==> config.mk <==
export PLATFORM = sky130hd
export DESIGN_NAME = macn_accum
export DESIGN_NICKNAME = d
export VERILOG_FILES = /design/src/rtl/macn_accum.sv
export SDC_FILE = /design/constraint.sdc
export NUM_CORES = 1
export LEC_CHECK = 0
export ABC_CLOCK_PERIOD_IN_PS = 8400
export CAP_MARGIN = 20
export CORE_UTILIZATION = 54
export DETAILED_ROUTE_END_ITERATION = 6
export HOLD_SLACK_MARGIN = 0.05
export MAX_ROUTING_LAYER = met4
export PLACE_DENSITY = 0.74
export SYNTH_ARGS = -nofsm -noshare
export SYNTH_HDL_FRONTEND = slang
export SYNTH_SLANG_ARGS = --single-unit
==> constraint.sdc <==
create_clock -name clk -period 8.4 [get_ports clk]
set_clock_uncertainty 0.15 [all_clocks]
set_input_delay 1.68 -clock clk [delete_from_list [all_inputs] [get_ports clk]]
set_output_delay 1.68 -clock clk [all_outputs]
set_load 0.02 [all_outputs]
==> src/rtl/macn_accum.sv <==
// Multi-lane signed multiply-accumulate with grouped results: capture -> multiply ->
// registered adder tree -> accumulate, all stages stalled together by one advance.
module macn_accum #(
  parameter int LANES = 4,
  parameter int DW    = 8,
  parameter int ACCW  = 32,
  parameter int SAT   = 1
) (
  input  logic                  clk,
  input  logic                  rst,
  input  logic                  in_valid,
  output logic                  in_ready,
  input  logic                  in_first,
  input  logic                  in_last,
  input  logic [LANES*DW-1:0]   a_flat,
  input  logic [LANES*DW-1:0]   b_flat,
  output logic                  out_valid,
  input  logic                  out_ready,
  output logic [ACCW-1:0]       out_data,
  output logic                  out_sat
);
  localparam int  LVLS   = $clog2(LANES);
  localparam int  PW     = 2 * DW;
  localparam int  TW     = PW + LVLS;
  localparam int  AW     = ACCW + 1;
  localparam bit  SAT_EN = (SAT != 0);

  logic adv;
  assign adv      = !out_valid || out_ready;
  assign in_ready = adv;

  // Input capture stage
  logic [LANES*DW-1:0] a_reg, b_reg;
  logic c_valid_reg, c_first_reg, c_last_reg;

  always_ff @(posedge clk) begin
    if (rst) begin
      c_valid_reg <= 1'b0;
      c_first_reg <= 1'b0;
      c_last_reg  <= 1'b0;
    end else if (adv) begin
      c_valid_reg <= in_valid;
      c_first_reg <= in_first;
      c_last_reg  <= in_last;
    end
  end

  always_ff @(posedge clk) begin
    if (adv) begin
      a_reg <= a_flat;
      b_reg <= b_flat;
    end
  end

  // Multiply stage
  logic signed [PW-1:0] prod_reg [LANES];
  logic m_valid_reg, m_first_reg, m_last_reg;

  genvar gi;
  generate
    for (gi = 0; gi < LANES; gi++) begin : g_mul
      always_ff @(posedge clk) begin
        if (adv)
          prod_reg[gi] <= PW'($signed(a_reg[gi*DW +: DW])) * PW'($signed(b_reg[gi*DW +: DW]));
      end
    end
  endgenerate

  always_ff @(posedge clk) begin
    if (rst) begin
      m_valid_reg <= 1'b0;
      m_first_reg <= 1'b0;
      m_last_reg  <= 1'b0;
    end else if (adv) begin
      m_valid_reg <= c_valid_reg;
      m_first_reg <= c_first_reg;
      m_last_reg  <= c_last_reg;
    end
  end

  // Adder tree stored heap-style: node k sums children 2k and 2k+1, indices >= LANES
  // are the products, so node 1 (the root) emerges after LVLS registered levels.
  logic signed [TW-1:0] tree_reg [1:LANES-1];

  generate
    for (gi = 1; gi < LANES; gi++) begin : g_node
      if (2 * gi >= LANES) begin : g_leaf
        always_ff @(posedge clk) begin
          if (adv)
            tree_reg[gi] <= TW'(prod_reg[2*gi-LANES]) + TW'(prod_reg[2*gi-LANES+1]);
        end
      end else begin : g_inner
        always_ff @(posedge clk) begin
          if (adv)
            tree_reg[gi] <= tree_reg[2*gi] + tree_reg[2*gi+1];
        end
      end
    end
  endgenerate

  logic [LVLS-1:0] t_valid_reg, t_first_reg, t_last_reg;

  always_ff @(posedge clk) begin
    if (rst) begin
      t_valid_reg <= '0;
      t_first_reg <= '0;
      t_last_reg  <= '0;
    end else if (adv) begin
      t_valid_reg[0] <= m_valid_reg;
      t_first_reg[0] <= m_first_reg;
      t_last_reg[0]  <= m_last_reg;
      for (int l = 1; l < LVLS; l++) begin
        t_valid_reg[l] <= t_valid_reg[l-1];
        t_first_reg[l] <= t_first_reg[l-1];
        t_last_reg[l]  <= t_last_reg[l-1];
      end
    end
  end

  // Accumulate stage
  logic fin_valid, fin_first, fin_last;
  assign fin_valid = t_valid_reg[LVLS-1];
  assign fin_first = t_first_reg[LVLS-1];
  assign fin_last  = t_last_reg[LVLS-1];

  logic signed [ACCW-1:0] acc_reg, acc_next;
  logic                   sat_reg, sat_next;
  logic signed [AW-1:0]   sum_ext, base, acc_sum;
  logic                   ovf;

  always_comb begin
    sum_ext  = AW'(tree_reg[1]);
    base     = fin_first ? '0 : AW'(acc_reg);
    acc_sum  = base + sum_ext;
    ovf      = acc_sum[AW-1] != acc_sum[ACCW-1];
    acc_next = acc_sum[ACCW-1:0];
    sat_next = fin_first ? 1'b0 : sat_reg;
    if (SAT_EN && ovf) begin
      acc_next = acc_sum[AW-1] ? {1'b1, {(ACCW-1){1'b0}}} : {1'b0, {(ACCW-1){1'b1}}};
      sat_next = 1'b1;
    end
  end

  always_ff @(posedge clk) begin
    if (rst) begin
      acc_reg   <= '0;
      sat_reg   <= 1'b0;
      out_valid <= 1'b0;
      out_data  <= '0;
      out_sat   <= 1'b0;
    end else if (adv) begin
      if (fin_valid) begin
        acc_reg <= acc_next;
        sat_reg <= sat_next;
      end
      out_valid <= fin_valid && fin_last;
      if (fin_valid && fin_last) begin
        out_data <= acc_next;
        out_sat  <= sat_next;
      end
    end
  end

endmodule

* Word-level counts from Yosys, hierarchy flattened
Memories as Yosys holds them, arrays and structs flattened.
Index checks and enable logic that the tools add are counted.
** Cells by class
- $add $sub $neg :: 4
- Multiply operators :: 4
- Equality and inequality tests :: 1
- Mux-type cells :: 7
- Reduce and logical (&&, ||, !) cells :: 5
** Operators by type and width (number)
- $mul 8x8->16 :: 4
- $mux 32 :: 2
- $add 16x16->17 :: 2
- $add 33x18->33 :: 1
- $mux 33 :: 1
- $add 18x18->18 :: 1
- $mux 1 :: 4
- $reduce_and 2->1 :: 2
- $logic_and 1x1->1 :: 1
- $logic_not 1->1 :: 1
- $logic_or 1x1->1 :: 1
- $ne 1x1->1 :: 1
** Storage, ports and cells
- Register bits :: 143
- RAM bits :: 118
- Bits of input ports :: 70
- Output and inout port bits :: 35
- Logic and storage cells :: 39
- Memories kept :: 2
** Memories
- prod_reg :: words 4, width 16, rd ports 4, clocked after memory_dff 0, write ports 4, line 56 : logic signed [PW-1:0] prod_reg [LANES];
- tree_reg :: words 3, width 18, rd ports 3, clocked after memory_dff 0, write ports 3, line 83 : logic signed [TW-1:0] tree_reg [1:LANES-1];

* Logic depth before layout (Yosys ltp)
Gate-level depths: netlist of the first run.
- Word-level depth :: 4
- Depth in mapped cells :: 19
- Depth with buffers taken out :: 19

* Worst setup path after synthesis of the first run
No wires, ideal clock.
- Path type :: input to output
- Start :: in out_ready
- End :: out in_ready
- Data arrival time :: 7.069 ns
- Data required time :: 6.570 ns
- Slack :: -0.499 ns
- Stages :: 3
- Path buffers :: 1
- Cells stage by stage :: nor2b_1 > clkinv_1 > clkbuf_1
** Between the ends
- Cells in the longest elaborated chain, start to end :: 1
** Ends and longest elaborated chain
- start, declared :: line 18 : input logic out_ready,
- $logic_or 1x1->1 :: line 29 : assign adv = !out_valid || out_ready;
- end, declared :: line 12 : output logic in_ready,
Every way passes these cells.

==> qor.txt, run 1 <==
================================================================================
Share of the synthesized area in compound gates (AO/OA/AOI/OAI)            10.4%
Largest net degree at the start of global routing                             83
Clock tree from TritonCTS                                                  built
Post-CTS Repair Setup Buffers                                                  0
Share of synthesized area spent on multiplexers                           0.430%
Count of clock tree sinks                                                    259
Number of max-slew violations in the final report                              0
Synthesized area divided by synthesized cell count                      9.98 µm²
Area grow syn2layout                                                       11.6%
Leakage component of the power                                           11.2 nW
Clock latency on the worst-skew pair                                      570 ps
First-pass iteration count of the detailed router                              5
Register area share after synthesis                                        31.2%
Count of pins on the block boundary                                          105
Inserted Clock Buffers                                                        30
Number of cells on the worst reg-to-reg path                                  18
Critical path data required time                                         8690 ps
Post-Synthesis Cells                                                        2246
# H-tree levels                                                                1
Worst hold path class                                               flip-flop to flip-flop
Via-per-instance ratio                                                      5.38
Final critical-path required period                                      5400 ps
Simple-gate area share of the yosys netlist                                15.4%
RSZ-0062 raised after global routing                                       false
Worst Slack Setup Final                                                  3000 ps
Total of hold buffers inserted after clock tree synthesis                      0
Maximum vdd drop                                                        0.222 mV
Overall via count from detail_route                                        15.6k
Number of antenna violations at the first check in global routing              0
Starting utilization of the core area                                      54.8%
Flip-flop and latch count after synthesis                                    259
PwrDens                                                               304 nW/µm²
Highest achievable clock rate                                          0.185 GHz
Setup tns final                                                             0 ps
Actual slew at the worst max-slew pin                                     909 ps
Average detailed-routed wire length per instance                         15.4 µm
Crit path capture type                                                 flip-flop
Full die area                                                          42300 µm²
Total instance count after detailed placement                               2849
Worst slack after detailed placement                                     2570 ps
Final ANT Viol Nets                                                            0
Total design power                                                     0.00760 W
Post-Syn Nets                                                               2737
Met2 wire length                                                        21900 µm
Maximum clock path buffer count                                                3
Post-synthesis cell area                                               22400 µm²
Fin crit share                                                             64.3%
Number of flip-flops in the largest register                                  64
Startpoint class of the critical path                                  flip-flop
# port buffers                                                               104
Placer's final routability congestion estimate                             0.924
Clk Tree Root Cell                                                  sky130_fd_sc_hd__clkbuf_16
Top routing layer in use                                                    met4
HPWL reported at the end of detailed placement                          34100 µm
Final count of hold timing violations                                          0
Number of standard cells in the layout, taps in and fillers out             2904
Flip-flop cell with the highest count after synthesis               sky130_fd_sc_hd__edfxtp_1
Proportion of layout cells with a drive suffix above 1                     3.50%
X dimension of the die                                                    206 µm
Met1 wire length                                                        20400 µm
Setup Viol. Count Final                                                        0
Synth warn                                                                     0
Adder-cell share of the synthesized area                                   31.0%
Antenna cell count                                                             0
Main combinational cell family by area after synthesis               adder cells
Quantity of gates resized following cts                                        0
Max_slew headroom                                                          39.4%
Iteration-0 DRC count of the detailed router                                 728
Post-synthesis share of cell area spent on xor and xnor gates              4.42%
Row count                                                                     74
Worst Path Arrival                                                       5690 ps
Total met3 wirelength after detailed routing                             1510 µm
Status                                                                 completed
Floorplan Core Area                                                    40900 µm²
Post-synthesis cell type count                                                69
Final routed DRC violation total                                               0
Commonest cells after routing, fill and taps aside                  379 x sky130_fd_sc_hd__inv_1, 224 x sky130_fd_sc_hd__fa_1, 197 x sky130_fd_sc_hd__ha_1, 180 x sky130_fd_sc_hd__edfxtp_1, 175 x sky130_fd_sc_hd__and2_1
Peak fanout along the critical path                                            8
Post-Route Hold Slack                                                     301 ps
Number of enable flip-flop cells after synthesis                             180
Tot GR Track Use                                                           22.6%
Worst-path clk slew                                                        60 ps
Number of maximum-capacitance constraint violations                            0
Number of global-route vias before repair                                  16.0k
Wire length after detailed routing                                      44700 µm
Async SR Flop Fraction                                                        0%
Worst setup path category                                           flip-flop to flip-flop
Remaining global-route overflow                                                0
Worst Hold Depth                                                               2
Global-route wire length before repair                                  75900 µm
Leading cell type in the layout, fill and taps excluded             sky130_fd_sc_hd__inv_1
Vert. Die Dim                                                             206 µm
Number of nets in the finished design                                       2841
================================================================================
through the flow:
step                instance area [µm²]  utilization, %
finish                            25000            61.1
global route                      25000            61.1
floorplan                         22400               -
global placement                  24000            58.7
CTS                               25000            61.1
detailed placement                24000            58.7
layer usage:
layer,up-vias,track usage (%)
met2,292,37.6
met5,-,-
met3,68,2.42
met4,0,6.03
li1,7632,-
met1,7646,29.5
cells in the mapped netlist, types with 5 or more instances:
| cell type | count | area (µm²) |
|---|---|---|
| sky130_fd_sc_hd__ha_1 | 197 | 2460 |
| sky130_fd_sc_hd__or3_1 | 10 | 62.6 |
| sky130_fd_sc_hd__a21boi_0 | 18 | 135 |
| sky130_fd_sc_hd__nand4_1 | 7 | 43.8 |
| sky130_fd_sc_hd__mux2_2 | 5 | 56.3 |
| sky130_fd_sc_hd__a21oi_1 | 82 | 410 |
| sky130_fd_sc_hd__xnor2_1 | 93 | 815 |
| sky130_fd_sc_hd__fa_1 | 224 | 4480 |
| sky130_fd_sc_hd__nor2_1 | 150 | 563 |
| sky130_fd_sc_hd__nor3_1 | 67 | 335 |
| sky130_fd_sc_hd__o31ai_1 | 9 | 67.6 |
| sky130_fd_sc_hd__o211ai_1 | 9 | 67.6 |
| sky130_fd_sc_hd__buf_2 | 5 | 25.0 |
| sky130_fd_sc_hd__nand2_1 | 141 | 529 |
| sky130_fd_sc_hd__a21o_1 | 32 | 240 |
| sky130_fd_sc_hd__a211oi_1 | 62 | 465 |
| sky130_fd_sc_hd__o31a_1 | 5 | 43.8 |
| sky130_fd_sc_hd__xor2_1 | 20 | 175 |
| sky130_fd_sc_hd__o21bai_1 | 6 | 45.0 |
| sky130_fd_sc_hd__a311o_1 | 5 | 50.1 |
| sky130_fd_sc_hd__o21a_1 | 14 | 105 |
| sky130_fd_sc_hd__nand2b_1 | 18 | 113 |
| sky130_fd_sc_hd__dfxtp_1 | 79 | 1580 |
| sky130_fd_sc_hd__clkbuf_1 | 35 | 131 |
| sky130_fd_sc_hd__o21ai_0 | 54 | 270 |
| sky130_fd_sc_hd__inv_1 | 379 | 1420 |
| sky130_fd_sc_hd__edfxtp_1 | 180 | 5410 |
| sky130_fd_sc_hd__and3_1 | 8 | 50.1 |
| sky130_fd_sc_hd__nand3_1 | 23 | 115 |
| sky130_fd_sc_hd__and2_1 | 175 | 1090 |
| sky130_fd_sc_hd__nor2b_1 | 70 | 438 |
report_power, final:
part	internal (W)	switching (W)
logic	0.00187	0.00234
clock network	0.000758	0.000525
registers	0.00193	0.000177
final cells by class:
class | count | area, µm²
fillers | 3365 | 15900
multi-input cells | 1564 | 13800
flip-flops and latches | 259 | 6990
inverters | 380 | 1430
repair buffers | 115 | 1120
clock buffers | 44 | 882
well taps | 532 | 666
clock inverters | 10 | 96.3
final timing paths:
path / from / end / slack (ps)
max reg2reg: b_reg[16]$_DFFE_PN_ / prod_reg[2][14]$_DFFE_PN_ / 3000
min: m_last_reg$_SDFFE_PP0N_ / m_last_reg$_SDFFE_PP0N_ / 300
min reg2reg: m_last_reg$_SDFFE_PP0N_ / m_last_reg$_SDFFE_PP0N_ / 300
max: b_reg[16]$_DFFE_PN_ / prod_reg[2][14]$_DFFE_PN_ / 3000
cell families (layout without fill, tap and decap cells):
kind of cell             Yosys count  after routing
AO/OA/AOI/OAI                    338            338
XOR/XNOR                         113            113
adder cells (fa/ha/maj)          421            421
buffers and inverters            423            549
flip-flops                       259            259
multiplexers                       9              9
AND/OR/NAND/NOR                  683            683
worst max-delay path: stages (launching register included):
cell and delay [ps]:
sky130_fd_sc_hd__edfxtp_1 530, sky130_fd_sc_hd__and2_1 230, sky130_fd_sc_hd__fa_1 490, sky130_fd_sc_hd__inv_1 50, sky130_fd_sc_hd__fa_1 490, sky130_fd_sc_hd__inv_1 50, sky130_fd_sc_hd__fa_1 520, sky130_fd_sc_hd__inv_1 50
sky130_fd_sc_hd__fa_1 470, sky130_fd_sc_hd__inv_1 40, sky130_fd_sc_hd__ha_1 310, sky130_fd_sc_hd__o21ai_0 110, sky130_fd_sc_hd__a21boi_0 140, sky130_fd_sc_hd__o21ai_0 270, sky130_fd_sc_hd__a21boi_0 180, sky130_fd_sc_hd__o21ai_0 230
sky130_fd_sc_hd__a21boi_0 200, sky130_fd_sc_hd__or4b_2 650, sky130_fd_sc_hd__nand3_1 100
Power figures use the tool's default switching activity.
==> run 2: changes to the inputs <==
--- a/config.mk
+++ b/config.mk
@@ -5,13 +5,13 @@
 export SDC_FILE = /design/constraint.sdc
 export NUM_CORES = 1
 export LEC_CHECK = 0
-export ABC_CLOCK_PERIOD_IN_PS = 8400
+export ABC_CLOCK_PERIOD_IN_PS = 5450
 export CAP_MARGIN = 20
 export CORE_UTILIZATION = 54
 export DETAILED_ROUTE_END_ITERATION = 6
 export HOLD_SLACK_MARGIN = 0.05
 export MAX_ROUTING_LAYER = met4
-export PLACE_DENSITY = 0.74
+export PLACE_DENSITY = 0.72
 export SYNTH_ARGS = -nofsm -noshare
 export SYNTH_HDL_FRONTEND = slang
 export SYNTH_SLANG_ARGS = --single-unit
==> constraint.sdc (replaced) <==
create_clock -name clk -period 5.45 [get_ports clk]
set_clock_uncertainty 0.15 [all_clocks]
set_input_delay 1.09 -clock clk [delete_from_list [all_inputs] [get_ports clk]]
set_output_delay 1.09 -clock clk [all_outputs]
set_load 0.02 [all_outputs]
==> qor.txt, run 2 (synthesis gave the netlist of run 1 again) <==
================================================================================
Clock latency on the worst-skew pair                                      600 ps   was 570 ps
Worst Path Arrival                                                       5460 ps   was 5690 ps
Area after detailed placement                                          24100 µm²   was 24000 µm²
Critical path data required time                                         5750 ps   was 8690 ps
Leading cell type in the layout, fill and taps excluded             sky130_fd_sc_hd__inv_1   unchanged
Number of global-route vias before repair                                  16.1k   was 16.0k
Full die area                                                          42300 µm²   unchanged
Clk Tree Root Cell                                                  sky130_fd_sc_hd__clkbuf_16   unchanged
Startpoint class of the critical path                                  flip-flop   unchanged
Final routed DRC violation total                                               0   unchanged
X dimension of the die                                                    206 µm   unchanged
Number of flip-flops in the largest register                                  64   unchanged
Number of max-slew violations in the final report                              0   unchanged
# H-tree levels                                                                1   unchanged
Proportion of layout cells with a drive suffix above 1                     3.91%   was 3.50%
Final count of hold timing violations                                          0   unchanged
Critical path destination                                           prod_reg[2][14]$_DFFE_PN_   unchanged
Antenna cell count                                                             0   unchanged
Final critical-path required period                                      5160 ps   was 5400 ps
Actual slew at the worst max-slew pin                                    1000 ps   was 909 ps
Wire length after detailed routing                                      45100 µm   was 44700 µm
Number of antenna violations at the first check in global routing              0   unchanged
Critical register-to-register path startpoint                       a_reg[21]$_DFFE_PN_   was b_reg[16]$_DFFE_PN_
Fin crit share                                                             94.7%   was 64.3%
Worst hold path class                                               flip-flop to flip-flop   unchanged
Proportion of power drawn by the clock network                             18.0%   was 16.9%
Fin area                                                               25200 µm²   was 25000 µm²
Remaining global-route overflow                                                0   unchanged
Final ANT Viol Nets                                                            0   unchanged
Slowest-stage cell, CP                                              sky130_fd_sc_hd__or4b_2   unchanged
PwrDens                                                               470 nW/µm²   was 304 nW/µm²
Post-layout utilization of the core                                        61.5%   was 61.1%
Global-route wire length before repair                                  76400 µm   was 75900 µm
Cell-internal power                                                    0.00713 W   was 0.00457 W
Commonest cells after routing, fill and taps aside                  379 x sky130_fd_sc_hd__inv_1, 224 x sky130_fd_sc_hd__fa_1, 197 x sky130_fd_sc_hd__ha_1, 180 x sky130_fd_sc_hd__edfxtp_1, 175 x sky130_fd_sc_hd__and2_1   unchanged
Power share of the sequential group                                        27.4%   was 27.8%
Proportion of total power due to net switching                             39.7%   was 39.9%
Overall via count from detail_route                                        15.5k   was 15.6k
Comb pwr share                                                             54.6%   was 55.4%
Highest cell delay on the worst timing path                               620 ps   was 650 ps
Count of pins on the block boundary                                          105   unchanged
Inserted Clock Buffers                                                        30   unchanged
Leakage component of the power                                           11.3 nW   was 11.2 nW
Area of combinational cells with multiple inputs                       13800 µm²   unchanged
Area grow syn2layout                                                       12.4%   was 11.6%
Worst Slack Setup Final                                                   287 ps   was 3000 ps
Worst slack after detailed placement                                      133 ps   was 2570 ps
Largest net degree at the start of global routing                            173   was 83
Setup Viol. Count Final                                                        0   unchanged
Area occupied by registers                                              6990 µm²   unchanged
Maximum clock path buffer count                                                3   unchanged
Clock tree from TritonCTS                                                  built   unchanged
HPWL reported at the end of detailed placement                          34600 µm   was 34100 µm
CP cell instances                                                   and2_1 > fa_1 > inv_1 > fa_1 > inv_1 > fa_1 > inv_1 > fa_1 > inv_1 > ha_1 > o21ai_0 > a21boi_0 > o21ai_1 > a21boi_0 > o21ai_1 > a21boi_0 > or4b_2 > nand3_1   was and2_1 > fa_1 > inv_1 > fa_1 > inv_1 > fa_1 > inv_1 > fa_1 > inv_1 > ha_1 > o21ai_0 > a21boi_0 > o21ai_0 > a21boi_0 > o21ai_0 > a21boi_0 > or4b_2 > nand3_1
Average detailed-routed wire length per instance                         15.5 µm   was 15.4 µm
Net switching power                                                    0.00470 W   was 0.00304 W
RSZ-0062 raised after global routing                                       false   unchanged
Via-per-instance ratio                                                      5.31   was 5.38
Number of cells on the worst reg-to-reg path                                  18   unchanged
Crit path capture type                                                 flip-flop   unchanged
Iteration-0 DRC count of the detailed router                                 744   was 728
Worst setup path category                                           flip-flop to flip-flop   unchanged
Status                                                                 completed   unchanged
First-pass iteration count of the detailed router                              7   was 5
Tot GR Track Use                                                           22.8%   was 22.6%
Starting utilization of the core area                                      54.8%   unchanged
# port buffers                                                               104   unchanged
Worst setup path startpoint                                         a_reg[21]$_DFFE_PN_   was b_reg[16]$_DFFE_PN_
Register-to-register setup slack                                          290 ps   was 3000 ps
Total design power                                                      0.0118 W   was 0.00760 W
Number of nets in the finished design                                       2848   was 2841
Total of fill cells in the finished design                                  3424   was 3365
Setup tns final                                                             0 ps   unchanged
Maximum vdd drop                                                        0.311 mV   was 0.222 mV
Row count                                                                     74   unchanged
Worst-path clk slew                                                        60 ps   about the same
Max_slew headroom                                                          33.1%   was 39.4%
Highest achievable clock rate                                          0.194 GHz   was 0.185 GHz
Floorplan Core Area                                                    40900 µm²   unchanged
Critical R2R Capture                                                prod_reg[2][14]$_DFFE_PN_   unchanged
Number of maximum-capacitance constraint violations                            0   unchanged
Placer's final routability congestion estimate                             0.929   was 0.924
Peak fanout along the critical path                                            7   was 8
Vert. Die Dim                                                             206 µm   unchanged
Count of clock tree sinks                                                    259   unchanged
================================================================================
==> run 2: cell count changes in the layout (fill, tap and decap cells not counted), moves of 5 or more <==
cell / before / now
sky130_fd_sc_hd__clkinvlp_4: 0 / 5
sky130_fd_sc_hd__clkbuf_1: 6 / 0
sky130_fd_sc_hd__clkinv_1: 0 / 5
sky130_fd_sc_hd__clkbuf_8: 5 / 0
==> run 2: repair_timing <==
action	4_1_cts	5_1_grt
hold buffers	0	0
setup endpoints to repair	0	4
resized for setup	0	6
setup buffers	0	3
==> run 2: how the worst min path moves through the flow <==
| stage | from | endpoint | slack (ps) | depth (start not counted) |
|---|---|---|---|---|
| 6_report | c_valid_reg$_SDFFE_PP0N_ | m_valid_reg$_SDFFE_PP0N_ | 290 | 2 |
| 5_1_grt | t_valid_reg[0]$_SDFFE_PP0N_ | t_valid_reg[1]$_SDFFE_PP0N_ | 310 | 2 |
| 3_5_place_dp | m_first_reg$_SDFFE_PP0N_ | m_first_reg$_SDFFE_PP0N_ | 300 | 2 |
| 3_3_place_gp | t_first_reg[0]$_SDFFE_PP0N_ | t_first_reg[0]$_SDFFE_PP0N_ | 290 | 2 |
| 4_1_cts | c_valid_reg$_SDFFE_PP0N_ | m_valid_reg$_SDFFE_PP0N_ | 300 | 2 |
| 2_1_floorplan | c_first_reg$_SDFFE_PP0N_ | c_first_reg$_SDFFE_PP0N_ | 280 | 2 |
==> run 2: through the flow <==
step                cells  hold WS, ps
floorplan            2246          282
global placement     2853          290
detailed placement   2853          296
CTS                  2909          299
global route         2913          309
finish               2913          286
==> run 2: layout make-up <==
| type | instances | share of cell area [%] |
|---|---|---|
| timing repair buffer | 122 | 4.78 |
| clock buffer | 30 | 2.98 |
| multi-input combinational | 1564 | 54.9 |
| clock inverter | 26 | 1.23 |
| sequential | 259 | 27.8 |
| tap | 532 | 2.64 |
| inverter | 380 | 5.70 |
==> run 2: power by group through the flow <==
stage,clock (W),sequential (W),combinational [W]
2_1_floorplan,0,0.00314,0.00512
4_1_cts,0.00218,0.00325,0.00648
5_1_grt,0.00224,0.00329,0.00738
3_3_place_gp,0,0.00329,0.00618
3_5_place_dp,0,0.00328,0.00640
6_report,0.00213,0.00325,0.00646
==> run 2: routing by layer <==
metal | track usage [%] | share of wire [%] | up-vias
li1 | - | - | 7627
met1 | 29.6 | 46 | 7469
met2 | 38.0 | 48 | 290
met3 | 2.61 | 3.7 | 68
met4 | 5.50 | 2.1 | 0
met5 | - | 0 | -
==> run 2: worst max-delay path, delay by kind of cell, from the launching register on <==
family                     cells  cell delay, ps
and+or+nand+nor                3             950
adders and majority gates      5            2320
DFF                            1             480
buffers and inverters          4             200
AOI/OAI and AO/OA              6             930
